===== src/rtl/pwm_multi_ch.sv =====
// pwm_multi_ch: multi-channel PWM generator with on-chip button conditioning.
//
// One shared carrier counter drives CHANNELS PWM outputs. Raw push-buttons
// are synchronised (2-FF) and debounced by a stable-level filter. btn_sel
// chooses the channel that btn_inc / btn_dec adjust. Duty changes go into a
// pending (shadow) register and are copied into the active register only on
// the edge into cnt==0, so outputs never glitch mid-period.
//
// Optional build macro: PWM_CENTER_ALIGNED_EN
//   undefined (default): edge-aligned carrier, cnt = 0..PERIOD-1, wraps to 0.
//   defined: centre-aligned carrier, cnt = 0..PERIOD-1 then PERIOD-2..1,
//            carrier length 2*(PERIOD-1); pulses centred on cnt==0.
//
// Ports:
//   clk          system clock
//   rst_a_p      asynchronous active-high reset
//   btn_inc      raw button, raise duty of the selected channel
//   btn_dec      raw button, lower duty of the selected channel
//   btn_sel      raw button, advance the selected channel
//   pwm_out      PWM outputs, bit i = channel i (decoded from registers)
//   ch_sel       currently selected channel
//   duty_sel     pending duty of the selected channel (decoded from registers)
//   period_start high during the cycle where cnt==0 (decoded from registers)

module pwm_multi_ch #(
    parameter int unsigned CHANNELS     = 4,
    parameter int unsigned CNT_W        = 8,
    parameter int unsigned PERIOD       = 100,
    parameter int unsigned DUTY_STEP    = 10,
    parameter int unsigned DEBOUNCE_CYC = 4
) (
    input  logic                        clk,
    input  logic                        rst_a_p,
    input  logic                        btn_inc,
    input  logic                        btn_dec,
    input  logic                        btn_sel,
    output logic [CHANNELS-1:0]         pwm_out,
    output logic [$clog2(CHANNELS)-1:0] ch_sel,
    output logic [CNT_W-1:0]            duty_sel,
    output logic                        period_start
);

    localparam int unsigned SEL_W = $clog2(CHANNELS);
    localparam int unsigned DB_W  = $clog2(DEBOUNCE_CYC + 1);
    localparam int unsigned N_BTN = 3;

    localparam logic [DB_W-1:0]  DB_LAST  = DB_W'(DEBOUNCE_CYC - 1);
    localparam logic [CNT_W-1:0] CNT_LAST = CNT_W'(PERIOD - 1);
    localparam logic [CNT_W:0]   DUTY_MAX = (CNT_W + 1)'(PERIOD);
    localparam logic [CNT_W:0]   STEP_W   = (CNT_W + 1)'(DUTY_STEP);
    localparam logic [SEL_W-1:0] SEL_LAST = SEL_W'(CHANNELS - 1);

    // Button index order inside the conditioning vectors.
    localparam int unsigned B_INC = 0;
    localparam int unsigned B_DEC = 1;
    localparam int unsigned B_SEL = 2;

    logic [N_BTN-1:0] btn_raw;
    logic [N_BTN-1:0] sync1;
    logic [N_BTN-1:0] sync2;
    logic [N_BTN-1:0] deb;
    logic [N_BTN-1:0] deb_q;
    logic [N_BTN-1:0] btn_ev;
    logic [DB_W-1:0]  db_cnt [N_BTN];

    logic [CNT_W-1:0] pending [CHANNELS];
    logic [CNT_W-1:0] active  [CHANNELS];
    logic [CNT_W-1:0] cnt;
    logic [CNT_W-1:0] cnt_nxt;

    logic [CNT_W-1:0] cur_pending;
    logic [CNT_W:0]   inc_sum;
    logic [CNT_W-1:0] inc_val;
    logic [CNT_W-1:0] dec_val;
    logic [SEL_W-1:0] ch_nxt;

    assign btn_raw = {btn_sel, btn_dec, btn_inc};

    // Synchroniser and stable-level filter for each button.
    always_ff @(posedge clk or posedge rst_a_p) begin
        if (rst_a_p) begin
            sync1 <= '0;
            sync2 <= '0;
            deb   <= '0;
            deb_q <= '0;
            for (int i = 0; i < N_BTN; i++) begin
                db_cnt[i] <= '0;
            end
        end else begin
            sync1 <= btn_raw;
            sync2 <= sync1;
            deb_q <= deb;
            for (int i = 0; i < N_BTN; i++) begin
                if (sync2[i] == deb[i]) begin
                    db_cnt[i] <= '0;
                end else if (db_cnt[i] == DB_LAST) begin
                    // Level held for DEBOUNCE_CYC cycles: accept it.
                    deb[i]    <= ~deb[i];
                    db_cnt[i] <= '0;
                end else begin
                    db_cnt[i] <= db_cnt[i] + DB_W'(1);
                end
            end
        end
    end

    // One-cycle event on each debounced rising edge.
    assign btn_ev = deb & ~deb_q;

    // Saturating next-duty candidates for the selected channel.
    always_comb begin
        cur_pending = pending[ch_sel];
        inc_sum     = {1'b0, cur_pending} + STEP_W;
        inc_val     = (inc_sum > DUTY_MAX) ? CNT_W'(PERIOD) : inc_sum[CNT_W-1:0];
        dec_val     = ({1'b0, cur_pending} < STEP_W) ? '0
                                                     : CNT_W'({1'b0, cur_pending} - STEP_W);
        ch_nxt      = (ch_sel == SEL_LAST) ? '0 : ch_sel + SEL_W'(1);
    end

    // Event handling: inc/dec act on the current channel before sel advances it.
    always_ff @(posedge clk or posedge rst_a_p) begin
        if (rst_a_p) begin
            ch_sel <= '0;
            for (int i = 0; i < CHANNELS; i++) begin
                pending[i] <= '0;
            end
        end else begin
            if (btn_ev[B_INC] && !btn_ev[B_DEC]) begin
                pending[ch_sel] <= inc_val;
            end else if (btn_ev[B_DEC] && !btn_ev[B_INC]) begin
                pending[ch_sel] <= dec_val;
            end
            if (btn_ev[B_SEL]) begin
                ch_sel <= ch_nxt;
            end
        end
    end

`ifdef PWM_CENTER_ALIGNED_EN
    logic count_up;
    logic count_up_nxt;

    // Up/down carrier: 0..PERIOD-1 up, PERIOD-2..1 down, then back to 0.
    always_comb begin
        cnt_nxt      = cnt;
        count_up_nxt = count_up;
        if (count_up) begin
            if (cnt == CNT_LAST) begin
                cnt_nxt = cnt - CNT_W'(1);
                // With PERIOD==2 the down leg is empty and we land on 0 directly.
                if (cnt_nxt != '0) begin
                    count_up_nxt = 1'b0;
                end
            end else begin
                cnt_nxt = cnt + CNT_W'(1);
            end
        end else begin
            cnt_nxt = cnt - CNT_W'(1);
            if (cnt_nxt == '0) begin
                count_up_nxt = 1'b1;
            end
        end
    end

    always_ff @(posedge clk or posedge rst_a_p) begin
        if (rst_a_p) begin
            count_up <= 1'b1;
        end else begin
            count_up <= count_up_nxt;
        end
    end
`else
    // Edge-aligned carrier: 0..PERIOD-1 then wrap.
    always_comb begin
        cnt_nxt = (cnt == CNT_LAST) ? '0 : cnt + CNT_W'(1);
    end
`endif

    // Carrier register and double-buffer transfer on the edge into cnt==0.
    always_ff @(posedge clk or posedge rst_a_p) begin
        if (rst_a_p) begin
            cnt <= '0;
            for (int i = 0; i < CHANNELS; i++) begin
                active[i] <= '0;
            end
        end else begin
            cnt <= cnt_nxt;
            if (cnt_nxt == '0) begin
                for (int i = 0; i < CHANNELS; i++) begin
                    active[i] <= pending[i];
                end
            end
        end
    end

    // Output decode from registers only.
    always_comb begin
        for (int i = 0; i < CHANNELS; i++) begin
            pwm_out[i] = (cnt < active[i]);
        end
        duty_sel     = pending[ch_sel];
        period_start = (cnt == '0);
    end

endmodule


===== config.mk =====
export PLATFORM = sky130hd
export DESIGN_NAME = pwm_multi_ch
export DESIGN_NICKNAME = d
export VERILOG_FILES = /design/src/rtl/pwm_multi_ch.sv
export SDC_FILE = /design/constraint.sdc
export NUM_CORES = 1
export LEC_CHECK = 0
export BUFFER_PORTS_ARGS = -buffer_cell sky130_fd_sc_hd__buf_4
export CAP_MARGIN = 30
export CELL_PAD_IN_SITES_DETAIL_PLACEMENT = 0
export CELL_PAD_IN_SITES_GLOBAL_PLACEMENT = 2
export CORE_MARGIN = 3
export CORE_UTILIZATION = 36
export CTS_CLUSTER_SIZE = 40
export DETAILED_ROUTE_END_ITERATION = 8
export GPL_TIMING_DRIVEN = 0
export PLACE_DENSITY_LB_ADDON = 0.1
export REMOVE_ABC_BUFFERS = 1
export SLEW_MARGIN = 20
export SYNTH_ARGS = -nofsm -noshare
export SYNTH_HDL_FRONTEND = slang
export SYNTH_SLANG_ARGS = --single-unit

===== constraint.sdc =====
create_clock -name clk -period 2.9 [get_ports clk]
set_input_delay 0.145 -clock clk [delete_from_list [all_inputs] [get_ports clk]]
set_output_delay 0.145 -clock clk [all_outputs]
set_load 0.005 [all_outputs]

**Yosys cells after proc, flatten, opt, wreduce, memory -nomap -nowiden**

Cells that the tools add are included.

- $add $sub $neg: 7
- $lt $le $gt $ge: 8
- Equal/unequal tests: 8
- Muxes and demuxes: 19
- Bitwise logic cells: 9
- Reductions and logical operators: 11

Operator list:

| cell | count |
|---|---|
| 32-bit bitwise mux | 2 |
| 32-bit 2-to-1 mux | 2 |
| 8-bit 2-to-1 mux | 6 |
| 8-bit < comparator | 4 |
| 3-bit 2-to-1 mux | 6 |
| 8-bit binary-select mux with 2-bit select | 1 |
| 8-bit demux with 2-bit select | 1 |
| 8-bit zero test | 2 |
| 3-bit by 1-bit adder with 3-bit output, second input constant | 3 |
| 8-bit by 4-bit adder with 9-bit output, second input constant | 1 |
| 3-bit by 2-bit == test with 1-bit output, second input constant | 3 |
| 9-bit by 7-bit greater-than comparator with 1-bit output, second input constant | 1 |
| 8-bit by 1-bit adder with 8-bit output, second input constant | 1 |
| 8-bit by 7-bit == test with 1-bit output, second input constant | 1 |
| 8-bit by 4-bit < comparator with 1-bit output, second input constant | 1 |
| 8-bit by 4-bit subtractor with 8-bit output, second input constant | 1 |
| 1-bit NOT | 6 |
| 2-bit AND reduction | 3 |
| 3-bit bitwise AND | 1 |
| 1-bit == test | 3 |
| 3-bit greater-or-equal comparator, second input constant | 1 |
| 1-bit logical AND | 3 |
| 3-bit by 1-bit < comparator with 1-bit output, second input constant | 1 |
| 2-bit NOT with 3-bit output | 1 |
| other kinds (6) | 7 |

- Register bits: 95
- Output and inout bits: 15

**Depth between registers and ports, before layout**

Gate-level depths: netlist of run 1.

- Depth after elaboration: 9
- Depth in mapped cells: 11
- Gate-level depth less buffers: 10

**Worst setup path after synthesis of run 1**

OpenSTA, ideal clock, no wires.

- Kind: register to register
- Start point: register ch_sel[1]
- End point: register pending[27] (netlist name)
- Data arrival time: 2.457 ns
- Required time: 2.768 ns
- Slack: 0.311 ns
- Stages on the path, launching flop included: 11
- Buffers on the path: 1
- Cell sequence: dfrtp_1 > buf_6 > mux4_2 > ha_1 > o2111a_1 > nand3_1 > o21ai_4 > nand2_1 > nor3_1 > o32ai_2 > o21ai_1

- Longest elaborated chain between the ends: 9

Ends and longest elaborated chain:

| element | RTL line | source |
|---|---|---|
| start, declared | 38 | `output logic [$clog2(CHANNELS)-1:0] ch_sel,` |
| start signal, assigned | 134 | `ch_sel <= ch_nxt;` |
| 2-bit NOT with 3-bit output * | - |  |
| 8-bit binary-select mux with 2-bit select * | - |  |
| 8-bit 2-to-1 mux * (2 in series) | - |  |
| named net duty_sel[1] | 39 | `output logic [CNT_W-1:0] duty_sel,` |
| 8-bit by 4-bit adder with 9-bit output (tied with other cells) | 113 | `inc_sum = {1'b0, cur_pending} + STEP_W;` |
| 9-bit by 7-bit greater-than comparator with 1-bit output / 8-bit 2-to-1 mux (equally long branches) | 114, 115 |  |
| 8-bit 2-to-1 mux / 32-bit bitwise mux (equally long branches) | 114, 131 |  |
| 32-bit bitwise mux / 32-bit 2-to-1 mux (equally long branches) | 129, 130 |  |
| 32-bit 2-to-1 mux * | 128 | `if (btn_ev[B_INC] && !btn_ev[B_DEC]) begin` |
| end signal, assigned by index | 129 | `pending[ch_sel] <= inc_val;` |
| end signal, assigned by index | 131 | `pending[ch_sel] <= dec_val;` |
| end, declared | 66 | `logic [CNT_W-1:0] pending [CHANNELS];` |

Mark *: on every way through the listed nets, which the timed path passes. The rest lies on a longest branch. The select of a mux whose other input is x is not followed.
A chain may end at the register's enable or synchronous reset.

**Final worst setup path of run 1**

- Start point: register ch_sel[1]
- End point: register pending[4] (netlist name)

- Longest elaborated chain between the ends: 9

Ends and longest elaborated chain:

| element | RTL line | source |
|---|---|---|
| 2-bit NOT with 3-bit output (implied by the code) * | 112, 129, 131 |  |
| 8-bit binary-select mux with 2-bit select | 112 | `cur_pending = pending[ch_sel];` |
| 8-bit 2-to-1 mux (implied by the code) (2 in series) | 112 |  |
| 8-bit by 4-bit adder with 9-bit output (tied with other cells) | 113 |  |
| 9-bit by 7-bit greater-than comparator with 1-bit output / 8-bit 2-to-1 mux (equally long branches) | 114, 115 |  |
| 8-bit 2-to-1 mux / 32-bit bitwise mux (equally long branches) | 114, 131 |  |
| 32-bit bitwise mux / 32-bit 2-to-1 mux (equally long branches) | 129, 130 |  |
| 32-bit 2-to-1 mux * | 128 |  |

Mark *: on every way between the ends. The rest lies on a longest branch, timed or not. The select of a mux whose other input is x is not followed.

==> results of run 1 <==
==> cells by family after synthesis <==
logic type | synth area share
flops | 0.482
buf+inv | 0.0467
fa+ha+maj | 0.104
xor+xnor | 0.0157
compound gates | 0.115
mux | 0.128
simple gates | 0.108
==> per-stage QoR <==
stage	setup WS (ns)	total power (uW)	cells	util	hold WS (ns)
after global routing	-0.0256	5510	643	0.423	0.344
final	0.126	5110	643	0.423	0.327
after floorplan	0.220	3230	423	-	0.176
after global placement	-0.917	3850	618	0.392	0.256
after CTS	0.00346	5160	639	0.421	0.321
after detailed placement	-0.270	3880	619	0.394	0.145
==> report_power, final <==
| part | leakage (uW) | switching, uW | internal [uW] | total, uW |
|---|---|---|---|---|
| logic | 0.00118 | 1180 | 854 | 2040 |
| registers | 0.00125 | 257 | 1590 | 1850 |
| clock network | 0.000152 | 516 | 714 | 1230 |
==> sequential cells by signal, indices dropped and copies added, names as in the netlist, 3 cells and up <==
register	flops
active	32
cnt	8
db_cnt	9
deb	3
deb_q	3
pending	32
sync1	3
sync2	3
==> per-layer routing <==
metal	vias to the layer above	part of all wire
met2	35	0.45
met3	13	0.029
met4	0	0.021
li1	1564	-
met1	1498	0.50
met5	-	0
==> layout by cell type (no fill, tap or decap), drive strengths merged, types with 4 or more instances in the layout <==
master / synthesis / routed
nor2: 15 / 15
xnor2: 6 / 6
a21oi: 7 / 7
clkbuf: 5 / 11
ha: 41 / 41
dfrtp: 95 / 95
o21ai: 46 / 46
nor2b: 12 / 12
inv: 39 / 39
mux4: 8 / 8
o2bb2ai: 4 / 4
dlygate4sd3: 0 / 4
nand3: 9 / 9
nor3: 6 / 6
nand2b: 9 / 9
buf: 10 / 24
a21o: 13 / 13
nand2: 46 / 46
mux2: 36 / 36
==> area by class of cell <==
type                    instances  area [um^2]  share of cell area
well taps                     176          220              0.0391
clock inverters                 5         56.3              0.0100
repair buffers                 28          240              0.0427
clock buffers                  11          253              0.0449
multi-input cells             289         2320               0.413
flip-flops and latches         95         2380               0.423
inverters                      39          151              0.0269
==> final timing paths <==
| path | end | slack [ns] | start | depth (start not counted) |
|---|---|---|---|---|
| setup / recovery | pending[4] | 0.13 | ch_sel[1] | 8 |
| hold / removal | sync2[0] | 0.33 | rst_a_p | 3 |
| max in group asynchronous | cnt[3] | 1.97 | rst_a_p | 4 |
| min in group clk | sync2[1] | 0.35 | sync1[1] | 0 |
| setup reg to reg | pending[4] | 0.13 | ch_sel[1] | 8 |
| hold reg to reg | sync2[1] | 0.35 | sync1[1] | 0 |
==> timing repair <==
item                       4_1_cts  5_1_grt
hold buffers                     4        0
hold endpoints to repair        35        0
buffers inserted                 0        4
pin swaps                        0        2
resized for setup                4        1
setup endpoints to repair       28       55
gates cloned                     0        0
==> worst reg2reg max path, delay by kind of cell (launching register included) <==
family                     cells  cell delay [ns]
xor gates and xnor gates       1             0.14
AOI/OAI and AO/OA              5             1.05
DFF                            1             0.51
muxes                          1             0.63
adders and majority gates      1             0.30
==> impl_metrics.toml, run 1 <==
[outcome]
status = "finished clean"

[global_routing]
grt-busiest-layer = "met2"
grt-ovfl-total = 0
grt_max_degree = 64
antenna_found_initial = 0
grt_util_met2 = 0.228
grt_usage = 0.149
grt_pass1_vias = 3176
met1_usage = 0.206
grtUsageMet3 = 0.0297
grt_pass1_wl_um = 17000

[logic_synthesis]
netlist.area_leader.share = 0.482
yosysSeqAreaShare = 0.482
yosysUniqueCellTypes = 51
ys_ff_latch = 95
synth_top_area_cell = "dfrtp_1"
async_flop_share = 1.00
synth_top_cells_by_count = "dfrtp_1 (95), nand2_1 (46), ha_1 (41)"
netlist_area_um2 = 4930
synth_ff_type = "dfrtp_1"
synth_edf_count = 0
postSynthCellCount = 438
avgSynthCellArea_um2 = 11.3
synth.area.top_cells = "dfrtp_1 (48%), ha_1 (10%), mux2_2 (8.0%)"
yosys.cell_count.top_type = "dfrtp_1"
synth_warnings = 0

[die]
initial_core_util = 0.371
die_height_um = 123
die_area_um2 = 15100
core_um2 = 13300
die_width_um = 123
rows = 42
pin_count = 20

[placement]
dpl-instance-area_um2 = 5240
gp_congestion = 0.743
io_buffers = 19
hpwl_um = 7170

[setup_path]
cpPeakStageDelay_ns = 0.62
path_cells = "mux4_2 -> ha_1 -> o21ai_2 -> xor2_1 -> o311ai_2 -> o32ai_1 -> o21ai_2 -> o21ai_1"
critical_path.slowest_cell = "mux4_2"
path_max_fanout = 10
cp-start-kind = "flip-flop"
required_ns = 3.11
worstSetupEndpointType = "flip-flop"
critPathArrivalTime_ns = 2.98
critPathKind = "flip-flop to flip-flop"
crit_family = "compound AO/OA/AOI/OAI gates"
cp_num_buf_inv = 0
cpMostUsedCell = "o21ai_2"

[sta]
rsz0062_at_grt = "yes"
setup-tns-final_ns = 0
fin_crit_sh = 0.957
timing.fmax_ghz = 0.360
setup_viol = 0
slew_violations = 0
finClkSkew_ns = 0.00537
relSlewSlack = 0.551
finalHoldViolCount = 0
worst_pin_slew_ns = 0.673
period_needed_ns = 2.77

[cts]
htree_levels = 3
clkTransAtPathRegs_ns = 0.07
cts_buffers = 9
cts_root_buf = "clkbuf_16"
cts.sinks = 95
cts_tree = "yes"
worstSkewPairLatency_ns = 0.35
clockBufferDepth = 2

[route]
drt-wirelength-per-cell_um = 15.5
via_count = 3110
first_pass_iters = 4
ant_nets = 0
drt-vias-per-instance = 4.84
drt_iter0_drc = 100
drc = 0
wl_um = 9980

[final_layout]
syn2layout_area_growth_pct = 14.1
finalNetCount = 508
num_antenna_cells = 0
drive_gt1_frac = 0.208
n_fill_cell = 1284
postLayoutCellArea_um2 = 5630

[pwr]
ir_drop_mv = 0.582
p_leak_uw = 0.00257
power_density_nw_per_um2 = 909

[hold_path]
hold_class = "input port to asynchronous set/reset pin"

[flow_run]
maxCapViolCount = 0
Power figures use the tool's default switching activity.
==> inputs of run 2 (changes only) <==
CORE_UTILIZATION = 42   (was 36)
==> run 2 against run 1 <==
Net effect: clock power about the same; cell count decreased by 5.3%; fmax increased by 0.24%; sequential share of layout area about the same; count of clock-buffer cells in the layout unchanged; wire length decreased by 0.86%; via count increased by 1.1%; clock skew increased by 0.0025 ns; critical path depth decreased by 2; critical path type unchanged; largest power group unchanged.
==> impl_metrics.toml, run 2 (synthesis results as in run 1) <==
[sta]
finalHoldViolCount = 0
rsz0062_at_grt = "no"
slew_violations = 0
fin_crit_sh = 0.954
setup-tns-final_ns = 0
period_needed_ns = 2.77
timing.fmax_ghz = 0.361
relSlewSlack = 0.551
worst_pin_slew_ns = 0.674
setup_viol = 0
finClkSkew_ns = 0.00784

[global_routing]
antenna_found_initial = 0
grt-ovfl-total = 0
grt_pass1_wl_um = 16500
grt_usage = 0.165
grt_pass1_vias = 3123
grt_max_degree = 65

[setup_path]
r2r_start = "ch_sel[0]"
required_ns = 3.11
crit_start = "ch_sel[0]"
worstSetupEndpointType = "flip-flop"
path_max_fanout = 14
cpPeakStageDelay_ns = 0.80
cp-start-kind = "flip-flop"
critPathArrivalTime_ns = 2.98
crit_family = "compound AO/OA/AOI/OAI gates"
critical_path.slowest_cell = "mux4_1"
cp_num_buf_inv = 0
path_cells = "mux4_1 -> or2_1 -> o31ai_4 -> nor2_2 -> o32ai_2 -> o21ai_1"
critPathKind = "flip-flop to flip-flop"

[pwr]
p_leak_uw = 0.00259
power_density_nw_per_um2 = 916
ir_drop_mv = 0.481

[die]
die_area_um2 = 13100
initial_core_util = 0.441
die_height_um = 114
pin_count = 20
die_width_um = 114
rows = 38
core_um2 = 11200

[route]
wl_um = 9890
drt_iter0_drc = 136
ant_nets = 0
drt-wirelength-per-cell_um = 16.2
drt-vias-per-instance = 5.16
via_count = 3143
drc = 0
first_pass_iters = 4

[final_layout]
num_antenna_cells = 0
layout_commonest_cell = "dfrtp_1"
drive_gt1_frac = 0.220
final_util = 0.504
layout_common_cells = "dfrtp_1 (93), nand2_1 (46), ha_1 (40)"
syn2layout_area_growth_pct = 14.3
finalNonFillerCells = 609
finalNetCount = 510
top_regs = "active x32, pending x32, db_cnt x9"

[cts]
cts_tree = "yes"
worstSkewPairLatency_ns = 0.35
clkTransAtPathRegs_ns = 0.07
htree_levels = 3
cts_root_buf = "clkbuf_16"
clockBufferDepth = 2
cts.sinks = 95
cts_buffers = 9

[flow_run]
maxCapViolCount = 0

[placement]
gp_congestion = 0.761
io_buffers = 19
hpwl_um = 7110
dp.cells = 584

[hold_path]
hold_class = "input port to asynchronous set/reset pin"

[outcome]
status = "finished clean"
[run 2: layout make-up]
| class | count | area, um^2 |
|---|---|---|
| multi-input combinational | 289 | 2350 |
| tap | 140 | 175 |
| timing repair buffer | 30 | 265 |
| clock buffer | 11 | 253 |
| clock inverter | 5 | 56.3 |
| sequential | 95 | 2380 |
| inverter | 39 | 151 |
| fill | 1004 | 5540 |
[run 2: timing repair]
| action | 4_1_cts | 5_1_grt |
|---|---|---|
| hold buffers | 4 | 0 |
| hold endpoints to repair | 34 | 0 |
| setup buffers | 0 | 5 |
| gates resized for setup | 4 | 5 |
| pin swaps | 0 | 1 |
| endpoints found under the setup margin | 28 | 24 |
[run 2: where the power goes]
group / internal, uW / total (uW) / switching [uW]
registers: 1590 / 1840 / 248
logic: 883 / 2120 / 1240
clock network: 713 / 1200 / 489
[run 2: metrics by stage]
step	instance area (um^2)	hold WS [ns]	worst slack (ns)	power, uW
floorplan	4850	0.176	0.220	3230
global placement	5160	0.255	-0.933	3830
detailed placement	5220	0.137	-0.243	3870
CTS	5570	0.320	0.0168	5110
global route	5630	0.332	0.0205	5530
finish	5630	0.322	0.133	5160
[run 2: worst paths after layout]
check / endpoint / slack, ns / cells after the start
max: pending[3] / 0.13 / 6
min: db_cnt[6] / 0.32 / 3
max reg2reg: pending[3] / 0.13 / 6
min reg2reg: sync2[2] / 0.36 / 0
max in group asynchronous: cnt[5] / 1.97 / 4
min in group clk: sync2[2] / 0.36 / 0
[run 2: worst reg2reg max path, stage by stage (launching register included)]
cell	delay, ns
dfrtp_2	0.61
mux4_1	0.81
or2_1	0.35
o31ai_4	0.32
nor2_2	0.06
o32ai_2	0.37
o21ai_1	0.12
[run 2: layer usage]
layer / GRT usage / up-vias / wire [um]
met4: 0.0546 / 0 / 180
met5: 0 / - / 0
met3: 0.0455 / 15 / 298
li1: - / 1574 / -
met2: 0.249 / 32 / 4470
met1: 0.230 / 1522 / 4940
